### src/rtl/sha256_pkg.sv
// Shared types and helpers for the SHA-256 message padder.
// SHA_PADDER_BYTE_LEN_EN switches message lengths from words to bytes.
package sha256_pkg;

    typedef enum logic [2:0] {
        ST_IDLE,
        ST_SETUP,
        ST_RD,
        ST_WT,
        ST_CAP,
        ST_WR,
        ST_PAD,
        ST_DONE
    } pad_state_e;

    localparam logic [31:0] PAD_MARKER = 32'h8000_0000;

    // Padded size in 512-bit blocks; wide enough that oversize lengths never alias.
    function automatic logic [16:0] blocks_for_len(input logic [15:0] len);
        logic [31:0] tmp;
`ifdef SHA_PADDER_BYTE_LEN_EN
        tmp = ({16'd0, len} + 32'd8) / 32'd64 + 32'd1;
`else
        tmp = ({16'd0, len} + 32'd18) / 32'd16;
`endif
        return tmp[16:0];
    endfunction

`ifdef SHA_PADDER_BYTE_LEN_EN
    function automatic logic [31:0] last_word_mask(input logic [1:0] nbytes);
        logic [31:0] mask;
        case (nbytes)
            2'd1:    mask = 32'hFF00_0000;
            2'd2:    mask = 32'hFFFF_0000;
            2'd3:    mask = 32'hFFFF_FF00;
            default: mask = 32'hFFFF_FFFF;
        endcase
        return mask;
    endfunction
`endif

endpackage

### src/rtl/sha256_msg_padder.sv
// Copies a raw message into a padded region of whole 512-bit blocks for the SHA-256 hasher.
// Define SHA_PADDER_BYTE_LEN_EN for byte-granular message lengths.
module sha256_msg_padder
    import sha256_pkg::*;
#(
    parameter int MAX_BLOCKS = 4
) (
    input  logic        clk,
    input  logic        reset_n,
    input  logic        start,
    input  logic [15:0] msg_addr,
    input  logic [15:0] msg_len,
    input  logic [15:0] pad_addr,
    output logic        busy,
    output logic        done,
    output logic        err,
    output logic [7:0]  num_blocks,
    output logic        mem_clk,
    output logic        mem_we,
    output logic [15:0] mem_addr,
    output logic [31:0] mem_write_data,
    input  logic [31:0] mem_read_data
);

    pad_state_e  state_q, state_d;
    logic [15:0] msg_addr_q, msg_addr_d;
    logic [15:0] len_q, len_d;
    logic [15:0] pad_addr_q, pad_addr_d;
    logic [15:0] idx_q, idx_d;
    logic [7:0]  blocks_q, blocks_d;
    logic [31:0] cap_q, cap_d;

    logic        busy_q, busy_d;
    logic        done_q, done_d;
    logic        err_q, err_d;
    logic [7:0]  num_blocks_q, num_blocks_d;
    logic        mem_we_q, mem_we_d;
    logic [15:0] mem_addr_q, mem_addr_d;
    logic [31:0] mem_wdata_q, mem_wdata_d;

    logic [15:0] nwords;
    logic [15:0] last_idx;
    logic [16:0] b_full;
    logic        too_long;
    logic [63:0] bit_len;
    logic [31:0] wr_word;
    logic [31:0] pad_word;

    assign mem_clk = clk;

`ifdef SHA_PADDER_BYTE_LEN_EN
    logic [16:0] nwords_wide;
    assign nwords_wide = ({1'b0, len_q} + 17'd3) >> 2;
    assign nwords      = nwords_wide[15:0];
    assign bit_len     = {45'd0, len_q, 3'd0};
`else
    assign nwords      = len_q;
    assign bit_len     = {43'd0, len_q, 5'd0};
`endif

    assign last_idx = {4'd0, blocks_q, 4'd0} - 16'd1;
    assign b_full   = blocks_for_len(len_q);
    assign too_long = b_full > 17'(MAX_BLOCKS);

    always_comb begin
        wr_word = cap_q;
`ifdef SHA_PADDER_BYTE_LEN_EN
        // A partial final word is trimmed and carries the marker byte itself.
        if ((idx_q == nwords - 16'd1) && (len_q[1:0] != 2'd0)) begin
            wr_word = (cap_q & last_word_mask(len_q[1:0]))
                    | (PAD_MARKER >> {len_q[1:0], 3'd0});
        end
`endif
    end

    always_comb begin
        pad_word = 32'd0;
        if (idx_q == last_idx - 16'd1) begin
            pad_word = bit_len[63:32];
        end else if (idx_q == last_idx) begin
            pad_word = bit_len[31:0];
        end else if (idx_q == nwords) begin
`ifdef SHA_PADDER_BYTE_LEN_EN
            pad_word = (len_q[1:0] == 2'd0) ? PAD_MARKER : 32'd0;
`else
            pad_word = PAD_MARKER;
`endif
        end
    end

    always_comb begin
        state_d      = state_q;
        msg_addr_d   = msg_addr_q;
        len_d        = len_q;
        pad_addr_d   = pad_addr_q;
        idx_d        = idx_q;
        blocks_d     = blocks_q;
        cap_d        = cap_q;
        busy_d       = 1'b0;
        done_d       = 1'b0;
        err_d        = 1'b0;
        num_blocks_d = 8'd0;
        mem_we_d     = 1'b0;
        mem_addr_d   = mem_addr_q;
        mem_wdata_d  = mem_wdata_q;

        case (state_q)
            ST_IDLE: begin
                if (start) begin
                    msg_addr_d = msg_addr;
                    len_d      = msg_len;
                    pad_addr_d = pad_addr;
                    state_d    = ST_SETUP;
                end
            end
            ST_SETUP: begin
                idx_d    = 16'd0;
                blocks_d = b_full[7:0];
                if (too_long) begin
                    err_d   = 1'b1;
                    state_d = ST_DONE;
                end else begin
                    busy_d  = 1'b1;
                    state_d = (nwords == 16'd0) ? ST_PAD : ST_RD;
                end
            end
            ST_RD: begin
                busy_d     = 1'b1;
                mem_addr_d = msg_addr_q + idx_q;
                state_d    = ST_WT;
            end
            ST_WT: begin
                busy_d  = 1'b1;
                state_d = ST_CAP;
            end
            ST_CAP: begin
                busy_d  = 1'b1;
                cap_d   = mem_read_data;
                state_d = ST_WR;
            end
            ST_WR: begin
                busy_d      = 1'b1;
                mem_we_d    = 1'b1;
                mem_addr_d  = pad_addr_q + idx_q;
                mem_wdata_d = wr_word;
                idx_d       = idx_q + 16'd1;
                state_d     = (idx_q + 16'd1 == nwords) ? ST_PAD : ST_RD;
            end
            ST_PAD: begin
                busy_d      = 1'b1;
                mem_we_d    = 1'b1;
                mem_addr_d  = pad_addr_q + idx_q;
                mem_wdata_d = pad_word;
                idx_d       = idx_q + 16'd1;
                if (idx_q == last_idx) begin
                    state_d = ST_DONE;
                end
            end
            ST_DONE: begin
                if (start) begin
                    msg_addr_d = msg_addr;
                    len_d      = msg_len;
                    pad_addr_d = pad_addr;
                    state_d    = ST_SETUP;
                end else begin
                    done_d       = 1'b1;
                    err_d        = err_q;
                    num_blocks_d = blocks_q;
                end
            end
            default: begin
                state_d = ST_IDLE;
            end
        endcase
    end

    // Outputs are registered from the current state, so done trails the last write by one cycle.
    always_ff @(posedge clk or negedge reset_n) begin
        if (!reset_n) begin
            state_q      <= ST_IDLE;
            msg_addr_q   <= 16'd0;
            len_q        <= 16'd0;
            pad_addr_q   <= 16'd0;
            idx_q        <= 16'd0;
            blocks_q     <= 8'd0;
            cap_q        <= 32'd0;
            busy_q       <= 1'b0;
            done_q       <= 1'b0;
            err_q        <= 1'b0;
            num_blocks_q <= 8'd0;
            mem_we_q     <= 1'b0;
            mem_addr_q   <= 16'd0;
            mem_wdata_q  <= 32'd0;
        end else begin
            state_q      <= state_d;
            msg_addr_q   <= msg_addr_d;
            len_q        <= len_d;
            pad_addr_q   <= pad_addr_d;
            idx_q        <= idx_d;
            blocks_q     <= blocks_d;
            cap_q        <= cap_d;
            busy_q       <= busy_d;
            done_q       <= done_d;
            err_q        <= err_d;
            num_blocks_q <= num_blocks_d;
            mem_we_q     <= mem_we_d;
            mem_addr_q   <= mem_addr_d;
            mem_wdata_q  <= mem_wdata_d;
        end
    end

    assign busy           = busy_q;
    assign done           = done_q;
    assign err            = err_q;
    assign num_blocks     = num_blocks_q;
    assign mem_we         = mem_we_q;
    assign mem_addr       = mem_addr_q;
    assign mem_write_data = mem_wdata_q;

endmodule

### config.mk
export PLATFORM = sky130hd
export DESIGN_NAME = sha256_msg_padder
export DESIGN_NICKNAME = d
export VERILOG_FILES = /design/src/rtl/sha256_pkg.sv /design/src/rtl/sha256_msg_padder.sv
export SDC_FILE = /design/constraint.sdc
export NUM_CORES = 1
export LEC_CHECK = 0
export CAP_MARGIN = 0
export CORE_ASPECT_RATIO = 2
export CORE_MARGIN = 10
export CORE_UTILIZATION = 60
export CTS_CLUSTER_SIZE = 30
export DETAILED_ROUTE_END_ITERATION = 10
export DONT_BUFFER_PORTS = 1
export GPL_TIMING_DRIVEN = 0
export PLACE_DENSITY = 0.86
export SLEW_MARGIN = 25
export SYNTH_ARGS = -nofsm -noshare
export SYNTH_HDL_FRONTEND = slang
export SYNTH_SLANG_ARGS = --single-unit
### constraint.sdc
create_clock -name clk -period 3.81 [get_ports clk]
set_clock_uncertainty 0.15 [all_clocks]
set_input_delay 0.9525 -clock clk [delete_from_list [all_inputs] [get_ports clk]]
set_output_delay 0.9525 -clock clk [all_outputs]
set_load 0.03 [all_outputs]
; ---- After elaboration in Yosys (flattened, before gate mapping)
; Index checks and enable logic that the tools add are counted.
[totals]
reg_bits = 167
inputBits = 83
elab_cells = 67
output_inout_bits = 61
[op_classes]
n_reduce_logical = 10
n_lt_le_gt_ge = 1
eq_ne = 14
muxes = 22
addsub = 6
[ops]
columns = op, count
row1 = 32-bit two-way mux, 3
row2 = 16-bit == test, 4
row3 = 16-bit case mux with 2 select lines, 2
row4 = 32-bit case mux with 2 select lines, 1
row5 = 16-bit adder, 2
row6 = 3-bit case mux with 7 select lines, 1
row7 = "16-bit by 5-bit adder with 17-bit output, second input constant", 1
row8 = "16-bit by 1-bit adder with 16-bit output, second input constant", 1
row9 = 16-bit zero test, 1
row10 = 8-bit two-way mux, 2
row11 = 3-bit two-way mux, 5
row12 = "13-bit by 2-bit subtractor with 14-bit output, second input constant", 1
row13 = "13-bit by 3-bit > comparator with 1-bit output, second input constant", 1
row14 = "12-bit by 1-bit subtractor with 13-bit output, second input constant", 1
row15 = "3-bit == test, second input constant", 4
row16 = "3-bit by 2-bit == test with 1-bit output, second input constant", 2
row17 = 1-bit two-way mux, 6
row18 = 2-bit nonzero test, 3
row19 = 5-bit OR reduction, 1
row20 = "2-bit inequality test, second input constant", 2
row21 = 1-bit case mux with 2 select lines, 2
row22 = 2-bit AND reduction, 2
row23 = 2-bit OR reduction, 2
row24 = "3-bit by 1-bit == test with 1-bit output, second input constant", 1
row25 = other kinds (2), 2

; ---- Logic depth before layout (Yosys ltp)
; Gate-level depths: netlist (run 1).
[logic_depth]
depth_word = 5
mapped_depth = 16
mapped_depth_nobuf = 14

==> impl_results.md, run 1 <==
- Share of the clock period used by the worst path after layout: 0.9207
- Antenna diode instance count: 0
- Count of pins over their slew limit: 0
- Top Metal Used: met4
- Area overhead of the layout relative to synthesis: 10.22%
- Routed length on met1: between 7 and 8 mm
- Run status: complete, but fails checks
- Reg2reg start: state_q[1]
- Share of power burned in combinational logic: 0.418
- Core area: between 10000 and 15000 um2
- Via count: approximately 6600
- Critical Path Sink: mem_addr[15]
- Slew at the pin with the worst max-slew slack: between 0.8 and 0.9 ns
- Primary FF master, synth: sky130_fd_sc_hd__dfrtp_1
- Sw Share: 0.4432
- Initial antenna violation count: 0
- HPWL after detailed placement: 17.76 mm
- Die area: ~20000 um2
- Maximum number of pins on one net before global-route repair: between 150 and 200
- Via-to-Cell Ratio: roughly 6.4
- RSZ-0062 raised after global routing: false
- Maximum achievable frequency: roughly 290 MHz
- Detail Route Antenna Nets: 0
- Fraction of power consumed by the clock network: 0.190
- Number of global-route vias before repair: about 7000
- Worst Setup Path Type: reg2reg
- Critical-path maximum fanout: 19
- Register-to-register setup slack: between 0.3 and 0.4 ns
- Post-synthesis instance total: 807
- Capturing element type of the critical path: flop
- Met2 wire len: between 10 and 15 mm
- Worst Reg2Reg Path Length in Cells: 14
- Share of synthesized area occupied by flip-flops and latches: 0.4850
- Worst path setup slack after routing: slightly above 0.3 ns
- Endpoints failing hold: 60
- Violations in the final reports: hold timing
- Row count: 61
- Final weighted congestion of routability-driven global placement: 0.9828
- Total Negative Setup Slacks: 0 ns
- Clock slew seen by the registers of the worst setup and hold paths: 0.07 ns
- Power per cell area: a little over 1000 nW/um2
- Data required time of the critical path: around 4.1 ns
- Fillers: about 1000
- Final worst path period need: 3.508 ns
- Cell leakage power: 4.142 nW
- Height of the chip: between 150 and 200 um
- Wire length of the first global-routing pass: 37.81 mm
- VDD IR-drop max: roughly 0.81 mV
- Total detailed-routing wirelength: approximately 24 mm
- Final routed DRC violation total: 0
- Count of warnings emitted by yosys: 0
- Endpoint of the worst-slack reg-to-reg timing path: mem_addr[15]
- Switch Pwr: ~4.3 mW
- Launching element of the worst setup path: state_q[1]
- Die W: 104.7 um
- Worst-skew pair later-pin latency: 0.55 ns
- Critical path, cell by cell: xnor2_2, nand2b_1, buf_4, inv_2, clkbuf_4, nand2_1, nand2_1, ha_1, a211oi_1, o21ai_0, a21oi_2, o21ai_0, o211ai_1, o221a_1
- CP peak stage delay: roughly 0.43 ns
- Mean instance size in the synthesized netlist: around 11 um2
- CTS tree: yes
- Sequential fraction of design power: 0.392
- Congestion Overflow GR: 0
- Buffers plus inverters on the worst setup path: 3
- Number of nets produced by synthesis: about 910
- Max-capacitance violation count: 0
- Iteration count of the initial detailed-routing pass: 4
- Starting Density: 0.6169
- Worst slack, placed: roughly 0.020 ns
- Number of buffers inserted by port buffering: 0
- Crit start category: flop
- Synthesized area: 8617 um2
- Post-synth EDFFs: 0
- Worst path arrival time: ~3.8 ns
- Post-synthesis cell type count: 70
- Total of flip-flops plus latches after synthesis: roughly 170
- GRT Resource Usage Total: 0.2438
- Number of primary I/O pins: ~140
- Worst path depth: 14
- Worst rel slew slack: 0.4475
- Internal Power: between 5 and 6 mW
- Number of DRC violations after detailed-routing iteration 0: 300
- CP max stage cell: sky130_fd_sc_hd__dfrtp_1
- Final Hold Slack: -0.04813 ns
- Cell type group with the largest total delay on the critical path: compound AO/OA/AOI/OAI gates
- Wire length per cell after detailed routing: roughly 23 um
- Share of cells above drive strength 1: 0.2048
- Final cell utilization of the core: 0.6800
- Met3 Wirelength: between 1.5 and 2 mm
- Hold WC Path Type: in2async
- Share of synthesized registers carrying an async set or reset: 1.000
- Setup-violating endpoint count in the final report: 0
- Net count reported at finish: between 900 and 1000
metal layers:
layer | vias up | global-route usage
met5 | - | 0
met3 | 114 | 0.07075
li1 | 2962 | -
met2 | 271 | 0.4395
met4 | 0 | 0.1799
met1 | 3214 | 0.2251
synthesized netlist by cell type, types with 10 or more instances:
| cell | n | share of area |
|---|---|---|
| sky130_fd_sc_hd__dfrtp_1 | 167 | 0.48 |
| sky130_fd_sc_hd__nand2_1 | 94 | 0.041 |
| sky130_fd_sc_hd__mux2_2 | 82 | 0.11 |
| sky130_fd_sc_hd__o21ai_0 | 39 | 0.023 |
| sky130_fd_sc_hd__xnor2_1 | 36 | 0.037 |
| sky130_fd_sc_hd__nor2_1 | 31 | 0.014 |
| sky130_fd_sc_hd__a21oi_1 | 27 | 0.016 |
| sky130_fd_sc_hd__clkbuf_1 | 24 | 0.010 |
| sky130_fd_sc_hd__and3_1 | 21 | 0.015 |
| sky130_fd_sc_hd__nor3_1 | 21 | 0.012 |
| sky130_fd_sc_hd__a22o_1 | 18 | 0.018 |
| sky130_fd_sc_hd__ha_1 | 18 | 0.026 |
| sky130_fd_sc_hd__buf_2 | 17 | 0.0099 |
| sky130_fd_sc_hd__nand3_1 | 16 | 0.0093 |
| sky130_fd_sc_hd__inv_1 | 13 | 0.0057 |
| sky130_fd_sc_hd__xor2_1 | 12 | 0.012 |
| sky130_fd_sc_hd__a221o_1 | 10 | 0.012 |
| sky130_fd_sc_hd__nor4_1 | 10 | 0.0073 |
cell type report:
type / count / area, um2 / area share
Sequential cell: 167 / 4179 / 0.4400
Multi-Input combinational cell: 569 / 4103 / 0.4320
Clock buffer: 21 / 504.2 / 0.05309
Buffer: 55 / 297.8 / 0.03135
Tap cell: 189 / 236.5 / 0.02490
Clock inverter: 13 / 121.4 / 0.01278
Inverter: 15 / 56.30 / 0.005928
cells by family after synthesis:
group           Yosys count  synth area share
flops                   167            0.4850
fa+ha+maj                19           0.02846
mux                      88            0.1141
simple gates            249            0.1484
buf+inv                  71           0.04109
compound gates          165            0.1342
xor+xnor                 48           0.04879
power groups by stage:
stage / Combinational (mW) / Clock [mW] / Sequential (mW)
after floorplan: 3.08 / 0.0393 / 3.53
final: 4.05 / 1.84 / 3.80
after global routing: 4.45 / 1.92 / 3.89
after detailed placement: 3.93 / 0.0393 / 3.81
after global placement: 3.81 / 0.0393 / 3.78
after CTS: 4.00 / 1.84 / 3.80
cell usage in the layout, fill, tap and decap left out, types with 16 or more instances in the layout:
cell type | synthesis | final
sky130_fd_sc_hd__nor3_1 | 21 | 21
sky130_fd_sc_hd__mux2_2 | 82 | 82
sky130_fd_sc_hd__o21ai_0 | 39 | 37
sky130_fd_sc_hd__dfrtp_1 | 167 | 167
sky130_fd_sc_hd__ha_1 | 18 | 18
sky130_fd_sc_hd__a22o_1 | 18 | 18
sky130_fd_sc_hd__clkbuf_1 | 24 | 24
sky130_fd_sc_hd__nand3_1 | 16 | 16
sky130_fd_sc_hd__and3_1 | 21 | 21
sky130_fd_sc_hd__xnor2_1 | 36 | 35
sky130_fd_sc_hd__buf_2 | 17 | 16
sky130_fd_sc_hd__nor2_1 | 31 | 31
sky130_fd_sc_hd__clkbuf_16 | 0 | 20
sky130_fd_sc_hd__a21oi_1 | 27 | 25
sky130_fd_sc_hd__nand2_1 | 94 | 94
metrics by stage:
step | instance area, um2 | std cells | hold WS [ns] | total power [mW]
2_1_floorplan | 8617 | 807 | 0.3122 | 6.649
3_3_place_gp | 8853 | 996 | 0.3178 | 7.620
3_5_place_dp | 8853 | 996 | 0.3272 | 7.782
4_1_cts | 9475 | 1029 | -0.05007 | 9.638
5_1_grt | 9498 | 1029 | -0.06570 | 10.26
6_report | 9498 | 1029 | -0.04813 | 9.683
flip-flops by register name, summed over array words and instances (netlist names), 3 cells and up:
| register | cells |
|---|---|
| blocks_q | 8 |
| cap_q | 32 |
| idx_q | 16 |
| len_q | 16 |
| mem_addr | 16 |
| mem_write_data | 32 |
| msg_addr_q | 16 |
| num_blocks | 8 |
| pad_addr_q | 16 |
| state_q | 3 |
how the worst min path moves through the flow:
stage / start / endpoint / slack [ns]
after floorplan: cap_q[0] / mem_write_data[0] / 0.31
after global placement: cap_q[26] / mem_write_data[26] / 0.32
after detailed placement: cap_q[27] / mem_write_data[27] / 0.33
after CTS: reset_n / num_blocks[2] / -0.05
after global routing: reset_n / num_blocks[4] / -0.07
final: reset_n / blocks_q[6] / -0.05
repair_timing:
action	CTS	global route
endpoints found under the setup margin	2	6
resized for setup	0	9
hold endpoints to repair	167	167
gates cloned	0	0
buffers inserted	0	0
Note: power is estimated with default switching activity, not from simulation.
==> run 2, diff against run 1 <==
--- a/config.mk
+++ b/config.mk
@@ -8,12 +8,13 @@
 export CAP_MARGIN = 0
 export CORE_ASPECT_RATIO = 2
 export CORE_MARGIN = 10
-export CORE_UTILIZATION = 60
+export CORE_UTILIZATION = 58
 export CTS_CLUSTER_SIZE = 30
 export DETAILED_ROUTE_END_ITERATION = 10
 export DONT_BUFFER_PORTS = 1
 export GPL_TIMING_DRIVEN = 0
-export PLACE_DENSITY = 0.86
+export PLACE_DENSITY = 0.76
+export RECOVER_POWER = 50
 export SLEW_MARGIN = 25
 export SYNTH_ARGS = -nofsm -noshare
 export SYNTH_HDL_FRONTEND = slang
==> constraint.sdc (replaced) <==
create_clock -name clk -period 3.2 [get_ports clk]
set_clock_uncertainty 0.15 [all_clocks]
set_input_delay 0.8 -clock clk [delete_from_list [all_inputs] [get_ports clk]]
set_output_delay 0.8 -clock clk [all_outputs]
set_load 0.03 [all_outputs]
==> impl_results.md, run 2 (synthesis gave the netlist of run 1 again) <==
- Critical-path maximum fanout: 10
- Final worst path period need: just over 3 ns
- Fillers: 1178
- CP max stage cell: sky130_fd_sc_hd__dfrtp_1
- Core area: about 15000 um2
- Height of the chip: a little under 200 um
- Launching element of the worst setup path: state_q[1]
- Power per cell area: approximately 1200 nW/um2
- Final routed DRC violation total: 0
- Iteration count of the initial detailed-routing pass: 5
- Share of cells above drive strength 1: 0.2267
- RSZ-0062 raised after global routing: true
- Area taken by flip-flops and latches: approximately 4200 um2
- Met2 wire len: 13.98 mm
- Slew at the pin with the worst max-slew slack: just over 0.8 ns
- Routed length on met1: 8.045 mm
- Worst path depth: 16
- Wire length per cell after detailed routing: between 20 and 25 um
- Met3 Wirelength: 1.444 mm
- Hold WC Path Type: in2async
- Crit start category: flop
- Top Metal Used: met4
- Cell type group with the largest total delay on the critical path: simple AND/OR/NAND/NOR gates
- Final weighted congestion of routability-driven global placement: 0.9404
- Final Hold Slack: -0.2071 ns
- Number of primary I/O pins: roughly 140
- Share of the clock period used by the worst path after layout: 0.9643
- Max-capacitance violation count: 0
- Wire length of the first global-routing pass: ~38 mm
- Worst Setup Path Type: reg2reg
- Die area: approximately 20000 um2
- Violations in the final reports: hold timing
- Most common cell after layout, fill and taps aside: sky130_fd_sc_hd__dfrtp_1
- Run status: complete, but fails checks
- Row count: 63
- Via-to-Cell Ratio: slightly above 6
- CTS tree: yes
- Maximum number of pins on one net before global-route repair: roughly 170
- Starting Density: 0.5846
- HPWL after detailed placement: around 19 mm
- Via count: approximately 6500
- Worst-skew pair later-pin latency: between 0.5 and 0.6 ns
- Die W: 106.2 um
- Congestion Overflow GR: 0
- Setup-violating endpoint count in the final report: 0
- Critical Path Sink: mem_addr[12]
- Cell leakage power: around 4.2 nW
- Data required time of the critical path: 3.50 ns
- Clock slew seen by the registers of the worst setup and hold paths: around 0.070 ns
- GRT Resource Usage Total: 0.2460
- Count of pins over their slew limit: 0
- Critical path, cell by cell: xnor2_2, nand2b_1, buf_6, inv_4, buf_12, nand2_1, nand2_1, ha_2, inv_1, fa_2, nor2b_1, o21a_1, o21ai_4, a21oi_4, nor4_1, nor3b_1
- Endpoint of the worst-slack reg-to-reg timing path: mem_addr[12]
- Total Negative Setup Slacks: 0 ns
- Initial antenna violation count: 0
- CP peak stage delay: around 0.42 ns
- Area overhead of the layout relative to synthesis: 13.04%
- Number of global-route vias before repair: 6942
- Worst path arrival time: 3.38 ns
- Combined area of the multi-input logic cells: between 4000 and 5000 um2
- Maximum achievable frequency: roughly 320 MHz
- Number of DRC violations after detailed-routing iteration 0: 290
- Most common cell on crit path: sky130_fd_sc_hd__nand2_1
- Worst Reg2Reg Path Length in Cells: 16
- Worst path setup slack after routing: 0.1143 ns
- Capturing element type of the critical path: flop
- VDD IR-drop max: just over 0.8 mV
- Register-to-register setup slack: around 0.11 ns
- Number of buffers inserted by port buffering: 0
- Detail Route Antenna Nets: 0
- Total detailed-routing wirelength: around 25 mm
- Reg2reg start: state_q[1]
- Endpoints failing hold: roughly 170
- Worst slack, placed: -0.5234 ns
- Buffers plus inverters on the worst setup path: 4
- Commonest cells after routing, fill and taps aside: sky130_fd_sc_hd__dfrtp_1, sky130_fd_sc_hd__nand2_1, sky130_fd_sc_hd__mux2_2
- Net count reported at finish: about 940
- Worst rel slew slack: 0.4532
## run 2: routing by layer
metal / global-route usage / up-vias
met1: 0.2219 / 3210
li1: - / 2971
met4: 0.1618 / 0
met5: 0 / -
met3: 0.06722 / 66
met2: 0.4625 / 226
## run 2: area by class of cell
class	count	share of cell area
antenna	1	0.0002569
buffer	56	0.03378
clock buffer	21	0.05177
clock inverter	13	0.02235
inverter	15	0.006037
multi-input combinational	569	0.4271
sequential	167	0.4290
tap	195	0.02505
timing repair buffer	6	0.004624
## run 2: timing repair
item / in CTS / in global routing
gates resized for setup: 17 / 19
endpoints found under the hold margin: 167 / 167
setup endpoints to repair: 11 / 9
buffers inserted: 1 / 5
pin swaps: 3 / 4
## run 2: how the worst min path moves through the flow
stage | end | startpoint | cells after the start | slack (ns)
after floorplan | mem_write_data[0] | cap_q[0] | 1 | 0.31
after global placement | mem_write_data[25] | cap_q[25] | 1 | 0.32
after global routing | num_blocks[4] | reset_n | 0 | -0.23
after CTS | num_blocks[4] | reset_n | 0 | -0.21
after detailed placement | mem_write_data[30] | cap_q[30] | 1 | 0.33
final | num_blocks[3] | reset_n | 0 | -0.21
## run 2: report_power, final
group	internal [mW]	leakage (nW)	switching, mW
sequential	3.07	2.07	1.47
combinational	2.26	1.82	2.81
clock	1.57	0.355	0.936
total	6.90	4.24	5.22
## run 2: metrics by stage
stage | power (mW) | utilization | cell area [um2] | cells
floorplan | 7.916 | - | 8617 | 807
global placement | 9.146 | 0.6011 | 8861 | 1002
detailed placement | 9.383 | 0.6011 | 8861 | 1002
CTS | 11.97 | 0.6543 | 9644 | 1037
global route | 12.85 | 0.6606 | 9738 | 1042
finish | 12.12 | 0.6608 | 9741 | 1043
